**src/rtl/id_ex_stage.sv**
```systemverilog
// id_ex_stage: ID->EX pipeline register with valid/ready handshake.
// Holds a main register that drives EX_* and, when ID_EX_STAGE_SKID_EN is
// defined, a skid register so ID_ready can be registered (no combinational
// path from EX_ready). Without the macro the stage is a single register
// whose ID_ready is combinational. Flush zeroes the payload and drops all
// entries; reset overrides flush.
module id_ex_stage #(
  parameter int unsigned DATA_W = 32,
  parameter int unsigned IMM_W  = 26,
  parameter int unsigned REG_W  = 5
) (
  input  logic              i_clk,
  input  logic              i_rst_n,
  input  logic              i_flush,
  input  logic              ID_valid,
  output logic              ID_ready,
  input  logic [DATA_W-1:0] ID_incrementedPC,
  input  logic [IMM_W-1:0]  ID_imm16,
  input  logic [DATA_W-1:0] ID_Aoperand,
  input  logic [DATA_W-1:0] ID_Boperand,
  input  logic [REG_W-1:0]  ID_rd2,
  output logic              EX_valid,
  input  logic              EX_ready,
  output logic [DATA_W-1:0] EX_incrementedPC,
  output logic [IMM_W-1:0]  EX_imm16,
  output logic [DATA_W-1:0] EX_Aoperand,
  output logic [DATA_W-1:0] EX_Boperand,
  output logic [REG_W-1:0]  EX_o_rd2,
  output logic [1:0]        o_occupancy
);

  localparam int unsigned PW = 3 * DATA_W + IMM_W + REG_W;

  logic [PW-1:0] w_in_data;
  logic [PW-1:0] r_main;
  logic          r_main_valid;
  logic          w_accept;
  logic          w_drain;
  logic          w_main_free;

  assign w_in_data = {ID_incrementedPC, ID_imm16, ID_Aoperand, ID_Boperand, ID_rd2};
  assign {EX_incrementedPC, EX_imm16, EX_Aoperand, EX_Boperand, EX_o_rd2} = r_main;
  assign EX_valid    = r_main_valid;

  assign w_accept    = ID_valid & ID_ready;
  assign w_drain     = r_main_valid & EX_ready;
  assign w_main_free = ~r_main_valid | w_drain;

`ifdef ID_EX_STAGE_SKID_EN

  logic [PW-1:0] r_skid;
  logic          r_skid_valid;

  // ID_ready depends only on state, so EX_ready never reaches it combinationally.
  assign ID_ready    = ~r_skid_valid;
  assign o_occupancy = {1'b0, r_main_valid} + {1'b0, r_skid_valid};

  // Main/skid update: skid refills main first to keep arrival order; an accept
  // while main is stalled parks the entry in skid.
  always_ff @(posedge i_clk) begin
    if (!i_rst_n || i_flush) begin
      r_main_valid <= 1'b0;
      r_skid_valid <= 1'b0;
      r_main       <= '0;
      r_skid       <= '0;
    end else if (w_main_free) begin
      if (r_skid_valid) begin
        // ID_ready is low whenever skid is valid, so no accept can coincide here.
        r_main       <= r_skid;
        r_main_valid <= 1'b1;
        r_skid_valid <= 1'b0;
      end else if (w_accept) begin
        r_main       <= w_in_data;
        r_main_valid <= 1'b1;
      end else begin
        r_main_valid <= 1'b0;
      end
    end else if (w_accept) begin
      r_skid       <= w_in_data;
      r_skid_valid <= 1'b1;
    end
  end

`else

  assign ID_ready    = w_main_free;
  assign o_occupancy = {1'b0, r_main_valid};

  // Single register: load on accept (possibly on the same edge as a drain).
  always_ff @(posedge i_clk) begin
    if (!i_rst_n || i_flush) begin
      r_main_valid <= 1'b0;
      r_main       <= '0;
    end else if (w_accept) begin
      r_main       <= w_in_data;
      r_main_valid <= 1'b1;
    end else if (w_drain) begin
      r_main_valid <= 1'b0;
    end
  end

`endif

endmodule

```
**config.mk**
```make
export PLATFORM = sky130hd
export DESIGN_NAME = id_ex_stage
export DESIGN_NICKNAME = d
export VERILOG_FILES = /design/src/rtl/id_ex_stage.sv
export SDC_FILE = /design/constraint.sdc
export NUM_CORES = 1
export LEC_CHECK = 0
export CAP_MARGIN = 20
export CORE_ASPECT_RATIO = 1.4
export CORE_MARGIN = 2
export CORE_UTILIZATION = 30
export CTS_CLUSTER_SIZE = 30
export DETAILED_ROUTE_END_ITERATION = 8
export PLACE_DENSITY = 0.71
export REMOVE_ABC_BUFFERS = 1
export SLEW_MARGIN = 30
export SYNTH_ARGS = -nofsm -noshare
export SYNTH_HDL_FRONTEND = slang
export SYNTH_SLANG_ARGS = --single-unit
```
**constraint.sdc**
```tcl
create_clock -name i_clk -period 1.4 [get_ports i_clk]
set_input_delay 0.28 -clock i_clk [delete_from_list [all_inputs] [get_ports i_clk]]
set_output_delay 0.28 -clock i_clk [all_outputs]
set_load 0.02 [all_outputs]
```
==> reports/results.txt <==
Period utilization = 97.92%
Die footprint = 17660 sq um
Failing checks = DRC
CP Launch Type = register
Die Height = 156.5 um
Mapped Area = 4981 sq um
Initial DRC Count = 390
Antenna viol nets, final = 0
Cell Area, Placed = 7960 sq um
Cell with the most instances after synthesis = dfxtp_1
Clock power frac = 46.8%
Final Setup Violations = 0
Power share of the combinational group = 13.3%
Power density over the cells = 1135 nW/um^2
Die X = 112.9 um
Hpwl dp = 11.38 mm
Buf+Inv Stages, Crit Path = 1
CTS max path bufs = 2
Core Area = 16240 sq um
Pwr Total = 9.582 mW
Worst endpoint required time = 1.12 ns
Top cells by area, synth = dfxtp_1 51%, nand4_1 16%, o21ai_0 9.7%, nand2_1 9.6%, o21ai_2 5.3%
Drt drc = 15
All-layer global routing usage = 18.15%
Skew-Pair Late Insertion Delay = 0.41 ns
Share of the synthesized area in the top cell type = 51.44%
Layout cells sized above 1 = 12.95%
Avg WL per Cell = 15.95 um
Final Wtd Congestion = 0.7917
# nets final = 961
Sink Count = 128
Reg clk slew, reported paths = 0.06 ns
Max_cap viols = 0
Async SR Flop Fraction = 0%
Antenna Cells = 0
Top post-synthesis cells by count = 128 x dfxtp_1, 127 x nand2_1, 127 x nand4_1
Vias in the first global route = 4968
Cell variety after synth = 16
Seq cells post-synth = 128
Num ports = 263
Hold Path Class = input pin to register
CTS H-tree lvls = 4
Design area = 8439 sq um
CTS Hold Buffers Added = 0
Critical path arrival = 1.09 ns
Max stage delay cell, worst path = dlygate4sd2_1
Worst-case vdd ir drop = 645.6 uV
Post-DR vias/cell = 4.957
Sw power = 2.397 mW
Area leader, netlist = dfxtp_1
Maximum clock rate = 0.7295 GHz
Num CTS Buffers = 17
First-pass GRT wire length = 25.86 mm
Row cnt = 55
Sequential cell area = 2564 sq um
Yosys warns = 0
Switching share of power = 25.01%
Kind of critical path = register to primary output
Setup TNS = 0 ns
Average size of a mapped cell = 8.486 sq um
Syn-to-layout area delta = 69.43%
Seq pwr share = 39.9%
Endpoint class of the critical path = primary output
Port Buffers = 261
Max-slew violation count = 0
Worst path cell trace = dlygate4sd2_1
Initial antenna violation count = 0
Critical Path Max Stage Delay = 0.36 ns
Status = complete, but fails checks
Largest net degree at the start of global routing = 54
PostCTS Resize Cnt = 144
Register area share after synthesis = 51.44%
Initial Util = 30.67%
# Post-CTS Setup Buffers = 0
Final min period = 1.371 ns
CTS root buffer = clkbuf_16
Multi-input gate area = 2067 sq um
Top_reg_cell synth = dfxtp_1
RSZ-0062 raised after global routing = false
Clk_skew = 0.008143 ns
Final Hold Vio Count = 0
CTS tree = yes
Iteration count of the initial detailed-routing pass = 6
P_int = 7.185 mW
Synth Instances = 587
Detailed Route WL = 16.61 mm
Post-synth EDFFs = 0
Fillers = 1570
Max FO, Critical Path = 2
Routed vias = 5160
Top delay family on crit path = buffers and inverters
Fin util = 51.96%
Leak Pwr = 3.363 nW
GRT Residual Overflow = 0
[cell families (layout without fill, tap and decap cells)]
kind of cell           count (synthesis)  after routing  share of synthesized area [%]
AND/OR/NAND/NOR                      257            257                          26.10
AO/OA/AOI/OAI                        128            128                          15.17
flip-flops                           128            128                          51.44
buffers and inverters                 73            328                          7.209
other                                  1              1                        0.07529
[final cells by class]
cell class,count,share of cell area (%)
flip-flops and latches,128,30.38
repair buffers,295,35.03
inverters,1,0.04448
multi-input cells,386,24.49
well taps,199,2.950
clock inverters,12,1.572
clock buffers,20,5.530
[flip-flops by register name (all words and copies together) (netlist names)]
| signal | count |
|---|---|
| r_main | 127 |
| EX_valid | 1 |
[stage by stage]
stage / instances / setup slack (ns) / hold WS, ns
after floorplan: 515 / -7.769 / 0.4232
final: 1041 / 0.02916 / 0.3890
after detailed placement: 1009 / -0.3671 / 0.4484
after CTS: 1041 / 0.001701 / 0.3691
after global routing: 1041 / 0.0006213 / 0.3845
after global placement: 1009 / -0.3447 / 0.4425
[power by group through the flow]
stage	logic [mW]	clock network [mW]	registers, mW
6_report	1.27	4.48	3.83
5_1_grt	1.36	4.75	3.84
4_1_cts	1.27	4.59	3.83
3_5_place_dp	1.35	0	3.91
3_3_place_gp	1.34	0	3.91
2_1_floorplan	0.289	0	4.06
[worst paths after layout]
kind	to	slack, ns	cells after the start	startpoint
setup / recovery	EX_imm16[13]	0.03	1	r_main[82]
hold / removal	r_main[101]	0.39	4	ID_valid
setup reg to reg	r_main[73]	0.09	5	EX_valid
hold reg to reg	r_main[62]	0.45	2	r_main[62]
[cell usage in the layout, fill, tap and decap left out]
cell             count
nand4_1            127
a21boi_0             1
bufinv_16            2
buf_16               1
buf_4               18
clkdlybuf4s15_2      2
clkbuf_8             3
clkdlybuf4s50_1    130
conb_1               1
clkinv_4             2
nand2b_4             1
inv_1                1
clkbuf_16           17
nand2_1            127
clkinvlp_4           3
o21ai_2             30
and2_4               1
clkinv_2             3
buf_2                1
buf_12              16
clkdlybuf4s15_1     41
nor2b_4              1
o21ai_0             97
clkbuf_2             5
dfxtp_2              1
dfxtp_1            127
inv_6                2
dlygate4sd2_1       81
[per-layer routing]
metal | GRT usage [%] | up-vias | wire length, um
met3 | 3.679 | 29 | 899
met5 | 0 | - | 0
met1 | 21.39 | 2385 | 6779
li1 | - | 2589 | -
met4 | 8.362 | 0 | 517
met2 | 31.64 | 157 | 8409
Power figures use the tool's default switching activity.
